$ cat src/rtl/mult_arbiter.sv
// -----------------------------------------------------------------------------
// mult_arbiter
//
// Shares one sequential multiplier between N requesters. It picks one
// requester round-robin and latches that requester's operands. It then pulses
// the multiplier start, follows the multiplier busy flag through the
// operation, and hands the W-bit result back to the requester with a
// one-cycle done strobe. A watchdog sets a sticky error if the multiplier
// never raises busy after a start.
//
// Parameters
//   N         number of requesters (2..8)
//   W         operand / result width, must match the multiplier
//   START_TO  cycles allowed for mult_busy_i to rise after the start pulse
//
// Ports
//   clk           system clock, all state on the rising edge
//   reset         asynchronous reset, active low
//   req_i[N]      request per requester, held with stable operands until ack
//   a_i[W*N]      operand A, requester k at bits [W*k +: W]
//   b_i[W*N]      operand B, same packing
//   ack_o[N]      one-hot pulse: operands of requester k accepted
//   done_o[N]     one-hot pulse: y_o valid for requester k
//   y_o[W]        result register, holds its value after done
//   err_o         sticky watchdog fault, cleared only by reset
//   mult_start_o  start pulse to the multiplier
//   mult_a_o/b_o  operands to the multiplier, from internal registers
//   mult_busy_i   busy flag from the multiplier
//   mult_y_i      result from the multiplier
//
// All outputs come straight from registers. No input reaches an output
// through combinational logic.
// -----------------------------------------------------------------------------
module mult_arbiter #(
    parameter int N        = 4,
    parameter int W        = 16,
    parameter int START_TO = 4
) (
    input  logic           clk,
    input  logic           reset,
    input  logic [N-1:0]   req_i,
    input  logic [W*N-1:0] a_i,
    input  logic [W*N-1:0] b_i,
    output logic [N-1:0]   ack_o,
    output logic [N-1:0]   done_o,
    output logic [W-1:0]   y_o,
    output logic           err_o,
    output logic           mult_start_o,
    output logic [W-1:0]   mult_a_o,
    output logic [W-1:0]   mult_b_o,
    input  logic           mult_busy_i,
    input  logic [W-1:0]   mult_y_i
);

    localparam int GW = (N > 1) ? $clog2(N) : 1;
    localparam int CW = $clog2(START_TO + 1);

    // The watchdog fires on the cycle that would make the count reach START_TO.
    localparam logic [CW-1:0] WD_LAST = CW'(START_TO - 1);
    localparam logic [GW-1:0] LAST_RST = GW'(N - 1);

    typedef enum logic [2:0] {
        S_IDLE,
        S_START,
        S_WAIT_BUSY,
        S_WAIT_DONE,
        S_RESP
    } state_t;

    state_t        r_state;
    logic [GW-1:0] r_grant;
    logic [GW-1:0] r_last;
    logic [CW-1:0] r_wd_cnt;
    logic [N-1:0]  r_ack;
    logic [N-1:0]  r_done;
    logic [W-1:0]  r_y;
    logic [W-1:0]  r_a;
    logic [W-1:0]  r_b;
    logic          r_start;
    logic          r_err;

    // Unpacked views of the packed operand buses.
    logic [W-1:0]  w_a_lane [N];
    logic [W-1:0]  w_b_lane [N];

    // One-hot decodes of the round-robin winner and the stored grant.
    logic [N-1:0]  w_win_oh;
    logic [N-1:0]  w_grant_oh;

    logic          w_any_req;
    logic [GW-1:0] w_win;

    // The search starts at last+1 and wraps. Scanning from the farthest
    // offset down to the nearest lets the nearest pending request overwrite
    // the others, so the first one in round-robin order wins.
    function automatic logic [GW-1:0] rr_pick(input logic [N-1:0] req,
                                              input logic [GW-1:0] last);
        logic [GW-1:0] pick;
        int            idx;
        pick = last;
        for (int i = N; i >= 1; i--) begin
            idx = int'(last) + i;
            if (idx >= N) begin
                idx = idx - N;
            end
            if (req[idx]) begin
                pick = GW'(idx);
            end
        end
        return pick;
    endfunction

    genvar gi;
    generate
        for (gi = 0; gi < N; gi++) begin : g_lane
            assign w_a_lane[gi]   = a_i[W*gi +: W];
            assign w_b_lane[gi]   = b_i[W*gi +: W];
            assign w_win_oh[gi]   = (w_win == GW'(gi));
            assign w_grant_oh[gi] = (r_grant == GW'(gi));
        end
    endgenerate

    always_comb begin
        w_any_req = |req_i;
        w_win     = rr_pick(req_i, r_last);
    end

    always_ff @(posedge clk or negedge reset) begin
        if (!reset) begin
            r_state  <= S_IDLE;
            r_grant  <= '0;
            r_last   <= LAST_RST;
            r_wd_cnt <= '0;
            r_ack    <= '0;
            r_done   <= '0;
            r_y      <= '0;
            r_a      <= '0;
            r_b      <= '0;
            r_start  <= 1'b0;
            r_err    <= 1'b0;
        end else begin
            // The strobes default low, so each one lasts exactly one cycle.
            r_ack   <= '0;
            r_done  <= '0;
            r_start <= 1'b0;

            case (r_state)
                S_IDLE: begin
                    if (w_any_req) begin
                        r_grant <= w_win;
                        r_a     <= w_a_lane[w_win];
                        r_b     <= w_b_lane[w_win];
                        // Ack and start are registered here so they are
                        // high during the START cycle.
                        r_ack   <= w_win_oh;
                        r_start <= 1'b1;
                        r_state <= S_START;
                    end
                end

                S_START: begin
                    r_wd_cnt <= '0;
                    r_state  <= S_WAIT_BUSY;
                end

                S_WAIT_BUSY: begin
                    if (mult_busy_i) begin
                        r_state <= S_WAIT_DONE;
                    end else if (r_wd_cnt == WD_LAST) begin
                        // The multiplier never responded. Release the
                        // requester with the old y_o and flag the fault.
                        // Moving last keeps a dead unit from pinning
                        // priority on one requester.
                        r_err   <= 1'b1;
                        r_done  <= w_grant_oh;
                        r_last  <= r_grant;
                        r_state <= S_IDLE;
                    end else begin
                        r_wd_cnt <= r_wd_cnt + CW'(1);
                    end
                end

                S_WAIT_DONE: begin
                    if (!mult_busy_i) begin
                        r_y     <= mult_y_i;
                        r_done  <= w_grant_oh;
                        r_state <= S_RESP;
                    end
                end

                S_RESP: begin
                    r_last  <= r_grant;
                    r_state <= S_IDLE;
                end

                default: begin
                    r_state <= S_IDLE;
                end
            endcase
        end
    end

    assign ack_o        = r_ack;
    assign done_o       = r_done;
    assign y_o          = r_y;
    assign err_o        = r_err;
    assign mult_start_o = r_start;
    assign mult_a_o     = r_a;
    assign mult_b_o     = r_b;

endmodule
$ cat config.mk
export PLATFORM = sky130hd
export DESIGN_NAME = mult_arbiter
export DESIGN_NICKNAME = d
export VERILOG_FILES = /design/src/rtl/mult_arbiter.sv
export SDC_FILE = /design/constraint.sdc
export NUM_CORES = 1
export LEC_CHECK = 0
export CAP_MARGIN = 10
export CORE_MARGIN = 1.5
export CORE_UTILIZATION = 35
export CTS_BUF_LIST = sky130_fd_sc_hd__clkbuf_16
export DETAILED_ROUTE_END_ITERATION = 7
export PLACE_DENSITY = 0.79
export SETUP_SLACK_MARGIN = 0.5
export SLEW_MARGIN = 15
export SYNTH_ARGS = -nofsm -noshare
export SYNTH_HDL_FRONTEND = slang
export SYNTH_SLANG_ARGS = --single-unit
export TNS_END_PERCENT = 50
$ cat constraint.sdc
create_clock -name clk -period 1.8 [get_ports clk]
set_clock_uncertainty 0.15 [all_clocks]
set_input_delay 0.18 -clock clk [delete_from_list [all_inputs] [get_ports clk]]
set_output_delay 0.18 -clock clk [all_outputs]
set_load 0.01 [all_outputs]
Yosys cells after proc, flatten, opt, wreduce, memory -nomap -nowiden
Index checks and enable logic that the tools add are counted.
{"block": "totals", "elab_cells": 105, "output_inout_bits": 58, "regBits": 68, "inputBits": 151}
{"block": "op_classes", "bitwise": 2, "mux": 45, "n_addsub": 9, "eq_ne": 17, "magnitude_cmp": 9, "n_reduce_logical": 12}
{"cell": "$lt A32 B4 Y1 const B", "count": 4}
{"cell": "$mux W32", "count": 4}
{"cell": "$bmux W16 S2", "count": 2}
{"cell": "$mux W16", "count": 4}
{"cell": "$mux W4", "count": 5}
{"cell": "$mux W3", "count": 6}
{"cell": "$ge A3 B3 Y1 const B", "count": 4}
{"cell": "$mux W2", "count": 6}
{"cell": "$pmux W3 S4", "count": 1}
{"cell": "$reduce_and A3 Y1", "count": 4}
{"cell": "$sub A3 B3 Y4 const B", "count": 3}
{"cell": "$mux W1", "count": 10}
{"cell": "$ne A2 B2 Y1 const B", "count": 5}
{"cell": "$eq A3 B2 Y1 const B", "count": 3}
{"cell": "$bmux W1 S2", "count": 4}
{"cell": "$eq A2 B2 Y1 const B", "count": 4}
{"cell": "$pmux W4 S2", "count": 1}
{"cell": "$add A2 B2 Y3 const B", "count": 2}
{"cell": "$pmux W3 S2", "count": 1}
{"cell": "$sub A4 B3 Y5 const B", "count": 1}
{"cell": "$add A2 B3 Y4 const B", "count": 1}
{"cell": "$eq A2 B1 Y1 const B", "count": 2}
{"cell": "$ge A4 B3 Y1 const B", "count": 1}
{"cell": "$logic_not A2 Y1", "count": 2}
{"cell": "other kinds (12)", "count": 14}

Logic depth before layout (Yosys ltp)
{"block": "logic_depth", "ltp_word": 14, "mapped_depth": 8, "depth_no_buf": 6}

Worst setup path before layout
No wires, ideal clock.
{"block": "synth_timing", "path_kind": "register -> register", "start": "reg r_last[0]", "end": "reg r_a[0] (netlist: mult_a_o[0])", "n_path_buf": 2, "arrival_time_ns": 1.636, "slack_ns": -0.120, "setup_ns": 0.134, "path_stages_with_launch": 7, "synth_period_minus_slack_ns": 1.920, "path_cell_list": "dfstp_2 > nor3b_2 > nor3_4 > buf_6 > buf_4 > a211oi_1 > a211oi_2"}
{"block": "synth_between", "elab_chain_len": 14, "elab_cells_between_ends": 36, "classes_between": "add/sub (8); order compare (4); mux (23); bitwise (1)"}
{"element": "from (decl)", "line_no": "72", "rtl": "logic [GW-1:0] r_last;"}
{"element": "from (signal assigned)", "line_no": "176", "rtl": "r_last <= r_grant;"}
{"element": "from (signal assigned)", "line_no": "192", "rtl": "r_last <= r_grant;"}
{"element": "$add A2 B3 Y4", "line_no": "102", "rtl": "idx = int'(last) + i;"}
{"element": "$sub A4 B3 Y5 or $ge A4 B3 Y1 (tied branches)", "line_no": "104, 103"}
{"element": "$mux W32", "line_no": "103", "rtl": "if (idx >= N) begin"}
{"element": "$bmux W1 S2", "line_no": "106", "rtl": "if (req[idx]) begin"}
{"element": "$mux W1 (implied by the code) (2 in a row)", "line_no": "106"}
{"element": "$mux W2 (3 in a row)", "line_no": "106"}
{"element": "$mux W2 *", "line_no": "106"}
{"element": "$not A2 Y3 (implied by the code) *", "line_no": "151", "rtl": "r_a <= w_a_lane[w_win];"}
{"element": "$bmux W16 S2 *", "line_no": "151"}
{"element": "$mux W16 (implied by the code) * (2 in a row)", "line_no": "151"}
{"element": "to (signal assigned)", "line_no": "151"}
{"element": "to (decl)", "line_no": "77", "rtl": "logic [W-1:0] r_a;"}
Every way passes the cells marked *; elsewhere a longest branch is shown, timed or not. The select of a mux whose other input is x is not followed.
A chain may end at the register's enable or synchronous reset.

Final worst setup path
{"block": "layout_timing", "start": "reg r_last[0]", "end": "reg r_a[13] (netlist: mult_a_o[13])"}
Same word-level chain as after synthesis.

==> reports/summary.txt <==
total of warnings raised by yosys: 0
Synth Area in Compound Gates: 26.5%
area occupied by multi-input gates: 2550 um^2
worst reg2reg setup slack: -0.29 ns
CP max stage delay: 0.57 ns
CTS root buf: clkbuf_16
TritonCTS clock tree: yes
sw frac: 37.9%
Storage cell area: 1710 um^2
DP HPWL: 9540 um
largest net degree at the start of global routing: 44
Finished Core Util: 72.9%
Final nets: 741
number of max-cap violations: 0
mux contribution to synthesized area: 13.9%
register area share after synthesis: 45.4%
final hold slack: 0.232 ns
crit path max fanout: 8
fmax: 477 MHz
Area growth syn-to-layout: 102%
diode count: 0
Synth Area in XOR/XNOR: 0%
first-pass GRT wire length: 22300 um
Clock Latency Late Sink: 0.33 ns
Rel. slew slack: 75.2%
Worst Tran Pin Value: 0.369 ns
Post-Synth Adder-Cell Area: 0.667%
number of global-route vias before repair: 4211
FF-to-FF path depth: 8
DRT iter0 DRCs: 136
Worst Path Buf+Inv: 3
final worst path period need: 2.09 ns
final std cells w/o fill: 729
row cnt: 37
initial antenna violation count: 0
clk sinks: 68
Core ar.: 10400 um^2
cell area after synthesis: 3750 um^2
Crit Path Class: flop to flop
vias: 3940
final instance area: 7560 um^2
Max Transition Viols Final: 0
Via density: 5.40
RSZ-0062 raised after global routing: yes
crit end category: flop
WL final: 15100 um
share of cells above drive strength 1: 43.0%
clock tree buffer depth: 2
final cycle utilization of the critical path: 116%
antenna viol nets, final: 0
P_leak: 3.00 nW
worst hold path class: primary input to async pin
die area: 11300 um^2
Mapped Cells: 335
pwr dens: 1650 nW/um^2
final count of hold timing violations: 0
CP required: 1.85 ns
worst vdd ir: 0.000775 V
GRT overflow: 0
Pwr Total: 0.0125 W
R2R Path End: mult_a_o[13]
Worst path top cell family by delay: flip-flops
critical path launch point type: flop
syn_area_per_cell: 11.2 um^2
failing checks: setup timing
Setup-failing EPs final: 36
Buffers on Ports: 208
# fillers: 704
synthesis-stage register bit count: 68
Combinational Power Share: 61.7%
clock slew seen by the registers of the worst setup and hold paths: 0.06 ns
Placement Cell Area: 6300 um^2
largest family of logic cells by synthesized area: compound AO/OA/AOI/OAI gates
drt first pass iters: 4
worst path cell trace: nor2b_2 > o21a_4 > nor3_4 > buf_6 > buf_12 > buf_12 > mux2i_4 > a211oi_2
Critical Path Slowest Stage Cell: dfstp_2
Starting Density: 36.2%
Reg power frac: 22.0%
run status: finished, violations left
simple logic cell fraction of the synthesized area: 8.94%
GRT Total Usage: 25.7%
post-synthesis cell type count: 37
die width: 107 um
Worst EP arrival: 2.15 ns
DR DRC count: 0
cts bufs inserted: 9
Syn Nets: 488
Int Pwr: 0.00774 W
Placed Cells: 684
Critical Path Most Common Cell: buf_12
final RePlAce weighted congestion: 0.797
die span in y: 107 um
Top-Level Pins: 209
worst r2r src: r_last[0]
drt wl/cell: 20.7 um
H-tree levels: 3
Final Worst Setup Slack: -0.295 ns
Clock Power Share: 16.3%
switching power of the nets: 0.00472 W
[tightest hold or removal path, delay by kind of cell]
kind,cells,cell delay (ns)
buffers and inverters,3,0.88
[routing by layer]
layer  up-vias  global-route usage, %  wire, um
met5         -                      0         0
met1      1973                   28.9      5630
met4         0                   9.05       426
met2       150                   47.8      8220
li1       1787                      -         -
met3        30                   5.21       851
[metrics by stage]
| step | TNS (ns) | setup WS, ns |
|---|---|---|
| finish | -7.88 | -0.295 |
| global route | -9.38 | -0.336 |
| CTS | -6.29 | -0.240 |
| detailed placement | -15.32 | -0.497 |
| global placement | -12.36 | -0.428 |
| floorplan | -1.58 | -0.0780 |
[Yosys cell counts]
cell	instances	area, um^2
mux2_1	9	101
o21a_1	2	15.0
nand2b_1	3	18.8
a21oi_1	3	15.0
buf_2	8	40.0
nand2_1	4	15.0
nor3_4	1	16.3
a32o_1	1	10.0
o31a_1	32	280
o21ai_1	1	5.00
buf_4	5	37.5
mux2i_1	33	330
o21ai_0	5	25.0
o21bai_1	1	7.51
buf_6	2	22.5
a211oi_2	25	313
and3_1	4	25.0
dfstp_2	2	52.6
a31o_2	1	8.76
nor3b_1	1	7.51
nor2_1	44	165
a211oi_1	39	293
and2_1	1	6.26
nor3_2	1	10.0
a21oi_2	1	8.76
nor4_1	1	6.26
ha_1	2	25.0
nor2b_1	3	18.8
mux2_2	8	90.1
o211ai_2	1	12.5
dfrtp_1	66	1650
nor3_1	3	15.0
or3_1	1	6.26
nor4_2	1	12.5
nor3b_2	1	12.5
clkbuf_1	15	56.3
inv_1	4	15.0
[cells by family (layout without fill, tap and decap cells)]
| kind of cell | count (synthesis) | count (layout) |
|---|---|---|
| and+or+nand+nor | 69 | 69 |
| AOI/OAI and AO/OA | 112 | 112 |
| adders and majority gates | 2 | 2 |
| muxes | 50 | 50 |
| DFF | 68 | 68 |
| buffers and inverters | 34 | 292 |
[layout by cell type, fill, tap and decap left out, types with 4 or more instances in the layout]
| master | n |
|---|---|
| buf_6 | 21 |
| nor2_2 | 4 |
| mux2i_2 | 11 |
| a211oi_2 | 46 |
| dfrtp_1 | 65 |
| nor2_1 | 37 |
| o21ai_1 | 4 |
| buf_2 | 6 |
| mux2_4 | 16 |
| a211oi_1 | 15 |
| clkdlybuf4s15_1 | 17 |
| o31a_1 | 32 |
| buf_16 | 6 |
| mux2i_4 | 16 |
| clkdlybuf4s50_1 | 145 |
| buf_4 | 19 |
| buf_12 | 12 |
| nor3_4 | 5 |
| clkbuf_2 | 36 |
| mux2i_1 | 6 |
| clkbuf_16 | 13 |
[state kept, by name (all words and copies together) (netlist names)]
name          cells
mult_b_o         16
done_o            4
err_o             1
r_last            2
mult_start_o      1
y_o              16
r_wd_cnt          3
r_state           3
ack_o             4
r_grant           2
mult_a_o         16
[power by group through the flow]
stage                     Sequential, W  Combinational, W  Clock (W)
after CTS                       0.00269           0.00694    0.00204
after floorplan                 0.00292           0.00291          0
after global placement          0.00265           0.00570          0
final                           0.00274           0.00770    0.00203
after detailed placement        0.00268           0.00586          0
after global routing            0.00281           0.00811    0.00212
[layout make-up]
| class | count | area share, % |
|---|---|---|
| multi-input combinational | 233 | 33.7 |
| sequential | 68 | 22.5 |
| clock inverter | 7 | 1.52 |
| timing repair buffer | 272 | 36.9 |
| inverter | 4 | 0.198 |
| clock buffer | 9 | 2.98 |
| tap | 136 | 2.25 |
[worst max path at each step]
stage	start	to	cells after the start
finish	r_last[0]	mult_a_o[13]	8
global route	r_last[0]	mult_a_o[13]	9
CTS	r_last[0]	mult_a_o[11]	7
detailed placement	req_i[1]	mult_b_o[4]	8
global placement	req_i[1]	mult_a_o[13]	8
floorplan	r_last[0]	mult_a_o[0]	8
[timing repair]
action | in CTS | in global routing
hold buffers | 1 | 0
pin swaps | 25 | 32
endpoints found under the hold margin | 68 | 0
setup endpoints to repair | 125 | 109
buffers inserted | 14 | 4
resized for setup | 218 | 106
gates cloned | 6 | 4
No activity file was read; power rests on OpenSTA's default activity.
